`src/rtl/cpu_seq_pkg.sv`:
```
// Shared types for the MIPS instruction sequencer.
// State encoding and perf-counter width.
package cpu_seq_pkg;

  typedef enum logic [2:0] {
    S_IDLE    = 3'd0,
    S_FETCH   = 3'd1,
    S_MEMWAIT = 3'd2,
    S_EXEC    = 3'd3,
    S_HALTED  = 3'd4
  } seq_state_t;

  localparam int SEQ_CNT_W = 32;

endpackage

```
`src/rtl/cpu_sequencer_wait_timer.sv`:
```
// Consecutive wait-cycle counter with MAX_WAIT compare.
// MAX_WAIT = 0 pins the count at 0 and never expires.
module wait_timer #(
  parameter int MAX_WAIT = 255
) (
  input  logic clk,
  input  logic reset,
  input  logic count_en,
  input  logic clear,
  output logic expired
);

  localparam int CW =
    (MAX_WAIT > 0) ? $clog2(MAX_WAIT + 1) : 1;
  localparam logic [CW-1:0] LIMIT = CW'(MAX_WAIT);
  localparam bit ENABLED = (MAX_WAIT != 0);

  logic [CW-1:0] cnt_q;

  always_ff @(posedge clk) begin
    if (!reset || clear) begin
      cnt_q <= '0;
    end else if (count_en && cnt_q != LIMIT) begin
      cnt_q <= cnt_q + 1'b1;
    end
  end

  assign expired = ENABLED && count_en
                && (cnt_q == LIMIT);

endmodule

```
`src/rtl/cpu_sequencer.sv`:
```
// Instruction sequencer: FETCH -> [MEMWAIT] -> EXEC, halts on finish.
// CPU_SEQ_PERF_COUNTERS_EN adds cycle_count / instr_count ports.
module cpu_sequencer
  import cpu_seq_pkg::*;
#(
  parameter int MAX_WAIT = 255
) (
  input  logic clk,
  input  logic reset,
  input  logic imem_waitrequest,
  input  logic mem_access,
  input  logic dmem_waitrequest,
  input  logic finish,
  output logic state,
  output logic imem_read,
  output logic dmem_en,
  output logic reg_write_en,
  output logic active,
  output logic timeout
`ifdef CPU_SEQ_PERF_COUNTERS_EN
  ,
  output logic [SEQ_CNT_W-1:0] cycle_count,
  output logic [SEQ_CNT_W-1:0] instr_count
`endif
);

  seq_state_t st_q;
  seq_state_t st_d;
  logic count_en;
  logic clear;
  logic expired;

  always_comb begin
    st_d = st_q;
    unique case (st_q)
      S_IDLE: st_d = S_FETCH;
      S_FETCH: begin
        if (finish || expired) begin
          st_d = S_HALTED;
        end else if (!imem_waitrequest) begin
          st_d = mem_access ? S_MEMWAIT : S_EXEC;
        end
      end
      S_MEMWAIT: begin
        if (expired) begin
          st_d = S_HALTED;
        end else if (!dmem_waitrequest) begin
          st_d = S_EXEC;
        end
      end
      S_EXEC:   st_d = S_FETCH;
      S_HALTED: st_d = S_HALTED;
      default:  st_d = S_IDLE;
    endcase
  end

  // Only an unbroken run of wait cycles in one state counts.
  assign count_en =
    (st_q == S_FETCH   && imem_waitrequest) ||
    (st_q == S_MEMWAIT && dmem_waitrequest);
  assign clear = (st_d != st_q) || !count_en;

  wait_timer #(
    .MAX_WAIT (MAX_WAIT)
  ) u_wait_timer (
    .clk      (clk),
    .reset    (reset),
    .count_en (count_en),
    .clear    (clear),
    .expired  (expired)
  );

  always_ff @(posedge clk) begin
    if (!reset) begin
      st_q    <= S_IDLE;
      timeout <= 1'b0;
    end else begin
      st_q <= st_d;
      if (expired) begin
        timeout <= 1'b1;
      end
    end
  end

  assign imem_read    = (st_q == S_FETCH);
  assign dmem_en      = (st_q == S_MEMWAIT);
  assign state        = (st_q == S_EXEC);
  assign reg_write_en = state;
  assign active       = imem_read | dmem_en | state;

`ifdef CPU_SEQ_PERF_COUNTERS_EN
  always_ff @(posedge clk) begin
    if (!reset) begin
      cycle_count <= '0;
      instr_count <= '0;
    end else begin
      if (active) begin
        cycle_count <= cycle_count + 1'b1;
      end
      if (state) begin
        instr_count <= instr_count + 1'b1;
      end
    end
  end
`endif

endmodule
```
`config.mk`:
```
export PLATFORM = sky130hd
export DESIGN_NAME = cpu_sequencer
export DESIGN_NICKNAME = d
export VERILOG_FILES = /design/src/rtl/cpu_seq_pkg.sv /design/src/rtl/cpu_sequencer_wait_timer.sv /design/src/rtl/cpu_sequencer.sv
export SDC_FILE = /design/constraint.sdc
export NUM_CORES = 1
export LEC_CHECK = 0
export CAP_MARGIN = 20
export CORE_MARGIN = 2
export CORE_UTILIZATION = 54
export DETAILED_ROUTE_END_ITERATION = 6
export PLACE_DENSITY_LB_ADDON = 0.12
export SYNTH_ARGS = -nofsm -noshare
export SYNTH_HDL_FRONTEND = slang
export SYNTH_SLANG_ARGS = --single-unit
```
`constraint.sdc`:
```
create_clock -name clk -period 5.09 [get_ports clk]
set_input_delay 1.2725 -clock clk [delete_from_list [all_inputs] [get_ports clk]]
set_output_delay 1.2725 -clock clk [all_outputs]
set_load 0.005 [all_outputs]
```
==> reports/metrics.yaml, run 1 <==
avgViaCountPerCell: 6.27
setup_ws_ps: 2060
htreeDepth: 1
critical_path.endpoint_type: "primary output"
fin_crit_sh_pct: 59.6
grt_pass1_wl_um: 2440
hold_viol: 0
die_x_um: 41.1
drtIter0Drc: 9
cts-resized-gates: 0
drv_slew: 0
remaining_drc_errors: 0
fmax_mhz: 330
use_met2_pct: 36.3
synth-xor-area-share_pct: 0
synth_area_per_cell_um2: 8.66
place.gp.congestion: 0.797
syn_nets: 93
antenna_cells: 0
vias: 696
cts_tree: "built"
slew_headroom_pct: 56.0
cp-start-kind: "flop"
hp-class: "flop to flop"
synth.area.mux_share_pct: 0
r2r_end: "u_wait_timer.cnt_q[0]$_SDFFE_PP0P_"
p_leak_nw: 0.266
p_per_area_nw_per_um2: 251
synth_area_um2: 744
cap_violations: 0
path_clk_slew_ps: 70
place_hpwl_um: 1130
cts_sinks: 12
pre_cts_slack_ps: 2050
fin_crit_ps: 3030
first_pass_iters: 4
critPathArrivalTime_ps: 1760
crit_path_end: "imem_read"
syn_inst: 86
fp.coreArea_um2: 1300
postCtsSetupRepairBufs: 0
antenna_left: 0
grt_antenna_before_repair: 0
path_class: "flop to primary output"
cp-startpoint: "st_q[0]$_SDFF_PN0_"
grt.busiest_layer: "met2"
die_area_um2: 1690
status: "finished clean"
die_y_um: 41.1
wl_per_cell_um: 13.7
met1_usage_pct: 27.5
grt_usage_pct: 22.5
fin_nets: 104
vdd_ir_drop_max_mv: 0.162
postCtsHoldBufs: 0
drive_gt1_share_pct: 10.4
r2r_cells: 5
setup_violations: 0
grt_overflow: 0
rows: 13
yosysWarnings: 0
synthSimpleGateAreaFrac_pct: 33.4
hp-start: "timeout$_SDFFE_PN0P_"
cts_buffers: 3
cts_root_buf: "clkbuf_4"
clk_latency_ps: 280
synth_fa_ha_area_share_pct: 1.68
clockBufferDepth: 2
worst_pin_slew_ps: 658
port_buffers: 11
cp_max_fo: 8
grt_pass1_vias: 565
start_util_pct: 57.2
grt_max_degree: 18
ys_ff_latch: 12
r2r-start: "u_wait_timer.cnt_q[0]$_SDFFE_PP0P_"
ys_seq_area_share_pct: 32.3
total_power_mw: 0.217
synth_compound_area_share_pct: 25.0
syn_to_final_growth_pct: 16.1
wl_um: 1520
r2r_slack_ps: 3190
rsz0062_at_grt: "no"
synth.distinct_cells: 34
grt_use_met3_pct: 6.52
finish.utilization_pct: 66.4
synth_top_family_by_area: "simple AND/OR/NAND/NOR gates"
io_pins: 12
cp_data_required_time_ps: 3820
fin_setup_tns_ps: 0
fin_skew_ps: 6.31
[power by group]
group	leakage [nW]	switching, mW	total, mW	internal, mW
sequential	0.0971	0.00572	0.102	0.0964
combinational	0.148	0.0167	0.0371	0.0205
clock	0.0210	0.0341	0.0777	0.0436
total	0.266	0.0565	0.217	0.160
[sequential cells by signal, indices dropped and copies added (netlist names)]
| register | flops |
|---|---|
| u_wait_timer.cnt_q | 8 |
| timeout | 1 |
| st_q | 3 |
[per-layer routing]
layer / vias to the layer above / share of wire [%]
met5: - / 0
met4: 0 / 1.6
met1: 322 / 46
met3: 5 / 4.8
met2: 16 / 47
li1: 353 / -
[worst max-delay path: stages, from the launching register on]
cell and delay [ps]:
dfxtp_1 480, or2b_1 300, nor2_1 170, clkdlybuf4s50_1 530
[synthesized netlist by cell type, drive strengths merged]
| cell type | number | share of area [%] |
|---|---|---|
| dfxtp | 12 | 32 |
| a211oi | 10 | 10 |
| nor2 | 8 | 4.0 |
| nand2 | 6 | 3.0 |
| nand3 | 5 | 3.4 |
| o31ai | 5 | 5.0 |
| buf | 4 | 5.5 |
| or4 | 4 | 4.0 |
| inv | 3 | 1.5 |
| o21ai | 3 | 2.0 |
| or3 | 3 | 2.5 |
| nand4bb | 2 | 5.2 |
| or2 | 2 | 1.7 |
| a2111oi | 1 | 1.2 |
| a211o | 1 | 1.2 |
| a21boi | 1 | 1.0 |
| a21oi | 1 | 0.67 |
| a31oi | 1 | 0.84 |
| and2 | 1 | 1.2 |
| and3b | 1 | 1.3 |
| and4 | 1 | 1.2 |
| clkbuf | 1 | 0.50 |
| ha | 1 | 1.7 |
| nand2b | 1 | 0.84 |
| nand4 | 1 | 0.84 |
| nor3 | 1 | 0.67 |
| o21bai | 1 | 1.0 |
| o22ai | 1 | 0.84 |
| o41ai | 1 | 1.2 |
| or2b | 1 | 1.0 |
| or3b | 1 | 1.2 |
| or4b | 1 | 1.3 |
[cell families (layout without fill, tap and decap cells)]
group                    Yosys count  after routing
AO/OA/AOI/OAI                     26             26
buffers and inverters              8             18
adder cells (fa/ha/maj)            1              1
flip-flops                        12             12
AND/OR/NAND/NOR                   39             39
[worst min-delay path by stage]
stage | cells after the start | end | slack [ps]
2_1_floorplan | 2 | u_wait_timer.cnt_q[6]$_SDFFE_PP0P_ | 450
3_3_place_gp | 2 | timeout$_SDFFE_PN0P_ | 450
3_5_place_dp | 2 | timeout$_SDFFE_PN0P_ | 470
4_1_cts | 2 | timeout$_SDFFE_PN0P_ | 480
5_1_grt | 2 | u_wait_timer.cnt_q[6]$_SDFFE_PP0P_ | 530
6_report | 2 | timeout$_SDFFE_PN0P_ | 470
[per-stage QoR]
stage	instances	hold WS (ps)	cell area (um^2)
floorplan	86	455	744
global placement	107	451	828
detailed placement	107	465	828
CTS	111	483	865
global route	111	530	865
finish	111	472	865
[cells in the final DEF, fill, tap and decap left out, types with 2 or more instances in the layout]
| master | n |
|---|---|
| clkdlybuf4s50_1 | 11 |
| nand3_1 | 5 |
| o21ai_0 | 3 |
| clkbuf_4 | 3 |
| inv_1 | 3 |
| or2_2 | 2 |
| nand2_1 | 6 |
| or4_1 | 4 |
| or3_1 | 3 |
| nor2_1 | 8 |
| o31ai_1 | 5 |
| dfxtp_1 | 12 |
| a211oi_1 | 10 |
[cell type report]
type	count	area, um^2
multi-input cells	66	448
flip-flops and latches	12	240
fillers	130	437
repair buffers	11	110
clock buffers	4	36.3
inverters	3	11.3
well taps	15	18.8
Power figures use the tool's default switching activity.
==> inputs of run 2 (changes only) <==
--- a/config.mk
+++ b/config.mk
@@ -7,7 +7,7 @@
 export LEC_CHECK = 0
 export CAP_MARGIN = 20
 export CORE_MARGIN = 2
-export CORE_UTILIZATION = 54
+export CORE_UTILIZATION = 46
 export DETAILED_ROUTE_END_ITERATION = 6
 export PLACE_DENSITY_LB_ADDON = 0.12
 export SYNTH_ARGS = -nofsm -noshare
==> constraint.sdc (replaced) <==
create_clock -name clk -period 2.5 [get_ports clk]
set_input_delay 0.625 -clock clk [delete_from_list [all_inputs] [get_ports clk]]
set_output_delay 0.625 -clock clk [all_outputs]
set_load 0.005 [all_outputs]
==> reports/metrics.yaml, run 2 (synthesized netlist as in run 1, its figures left out) <==
status: "finished clean"
setup_ws_ps: 198  # -1860 ps
wl_um: 1650  # +8.5%
fin_crit_sh_pct: 92.1
fillers: 139  # +6.9%
combPwrFrac_pct: 17.2  # about the same
fin_crit_ps: 2300
postCtsHoldBufs: 0  # unchanged
htreeDepth: 1  # unchanged
seqPwrFrac_pct: 47.4  # +0.3 points
place.gp.congestion: 0.741  # -7.0%
clockBufferDepth: 2  # unchanged
port_buffers: 11  # unchanged
top_register: "u_wait_timer.cnt_q"
grt_antenna_before_repair: 0  # unchanged
critical_path.endpoint_type: "primary output"
path_clk_slew_ps: 80  # about the same
die_y_um: 44.2  # +7.5%
critPathArrivalTime_ps: 1680  # -80 ps
cts_root_buf: "clkbuf_4"
internal_power_mw: 0.327  # +100%
vdd_ir_drop_max_mv: 0.242  # +50%
path_class: "flop to primary output"
p_leak_nw: 0.267  # about the same
die_x_um: 44.2  # +7.5%
cap_violations: 0  # unchanged
rsz0062_at_grt: "no"
drtIter0Drc: 6  # -3
cts_tree: "built"
grt_pass1_vias: 652  # +15%
drv_slew: 0  # unchanged
top_regs: "u_wait_timer.cnt_q x8, st_q x3, timeout x1"
wl_per_cell_um: 14.7  # +7.5%
fp.coreArea_um2: 1510  # +16%
place_hpwl_um: 1190  # +5.7%
grt_max_degree: 18  # unchanged
netSwitchingFraction_pct: 25.7  # -0.31 points
cp_max_fo: 8  # unchanged
p_sw_mw: 0.113  # +100%
slew_headroom_pct: 58.0  # +2.0 points
antenna_left: 0  # unchanged
antenna_cells: 0  # unchanged
die_area_um2: 1960  # +16%
postCtsSetupRepairBufs: 0  # unchanged
start_util_pct: 49.4  # -7.8 points
first_pass_iters: 3  # -1
largest_reg_flops: 8  # unchanged
pre_cts_slack_ps: 105  # -1950 ps
fin_setup_tns_ps: 0  # unchanged
io_pins: 12  # unchanged
hold_viol: 0  # unchanged
grt_usage_pct: 19.9  # -2.5 points
pwr-share-clk_pct: 35.4  # -0.4 points
cp_data_required_time_ps: 1880  # -1940 ps
setup_violations: 0  # unchanged
layout_common_cells: "clkdlybuf4s50_1, dfxtp_1, a211oi_1, nor2_1, nand2_1"
worst_pin_slew_ps: 629  # -29.2 ps
fin_nets: 104  # unchanged
grt_overflow: 0  # unchanged
syn_to_final_growth_pct: 16.5
clk_latency_ps: 270  # about the same
cp-start-kind: "flop"
fmax_mhz: 434
vias: 694  # -0.29%
grt_pass1_wl_um: 2860  # +17%
fin_skew_ps: 2.29  # -4.02 ps
drive_gt1_share_pct: 11.5  # +1.0 points
remaining_drc_errors: 0  # unchanged
rows: 14  # +1
avgViaCountPerCell: 6.20  # -1.2%
p_per_area_nw_per_um2: 508  # +100%
hp-class: "flop to flop"
cts_sinks: 12  # unchanged
cts_buffers: 3  # unchanged
[run 2: power by group through the flow]
stage | Combinational (mW) | Clock (mW) | Sequential (mW)
detailed placement | 0.0749 | 0 | 0.213
floorplan | 0.0579 | 0 | 0.207
finish | 0.0758 | 0.156 | 0.209
CTS | 0.0755 | 0.163 | 0.208
global route | 0.0840 | 0.167 | 0.211
global placement | 0.0750 | 0 | 0.213
[run 2: critical path, cell delays in order (launching register included)]
cell	delay, ps
dfxtp_2	410
or2b_1	270
nor2_1	180
clkdlybuf4s50_1	540
[run 2: metal layers]
layer | global-route usage, % | vias up | routed length (um)
li1 | - | 353 | -
met1 | 24.1 | 328 | 765
met2 | 33.2 | 11 | 822
met3 | 4.90 | 2 | 49
met4 | 9.09 | 0 | 14
met5 | 0 | - | 0
[run 2: per-stage QoR]
step | std cells | hold slack [ps] | utilization, % | cell area, um^2 | power [mW]
2_1_floorplan | 86 | 455 | - | 744 | 0.265
6_report | 112 | 474 | 57.6 | 867 | 0.440
3_5_place_dp | 108 | 463 | 55.1 | 830 | 0.288
4_1_cts | 112 | 481 | 57.5 | 866 | 0.447
5_1_grt | 112 | 499 | 57.6 | 867 | 0.462
3_3_place_gp | 108 | 454 | 55.1 | 830 | 0.288
[run 2: what timing repair did]
| action | CTS | global route |
|---|---|---|
| gates resized for setup | 0 | 1 |
| setup endpoints to repair | 0 | 1 |
| hold endpoints to repair | 0 | 0 |
[run 2: layout make-up]
cell class                 instances  area (um^2)  area share (%)
inverter                           3         11.3            1.30
sequential                        12          241            27.8
clock buffer                       4         36.3            4.18
multi-input combinational         66          448            51.7
tap                               16         20.0            2.31
timing repair buffer              11          110            12.7
[run 2: final timing paths]
| check | slack [ps] | endpoint | cells after the start | from |
|---|---|---|---|---|
| worst max-delay path | 200 | imem_read | 3 | st_q[0]$_SDFF_PN0_ |
| worst min-delay path | 470 | timeout$_SDFFE_PN0P_ | 2 | timeout$_SDFFE_PN0P_ |
| worst max register to register | 600 | u_wait_timer.cnt_q[6]$_SDFFE_PP0P_ | 5 | u_wait_timer.cnt_q[0]$_SDFFE_PP0P_ |
| worst min register to register | 470 | timeout$_SDFFE_PN0P_ | 2 | timeout$_SDFFE_PN0P_ |
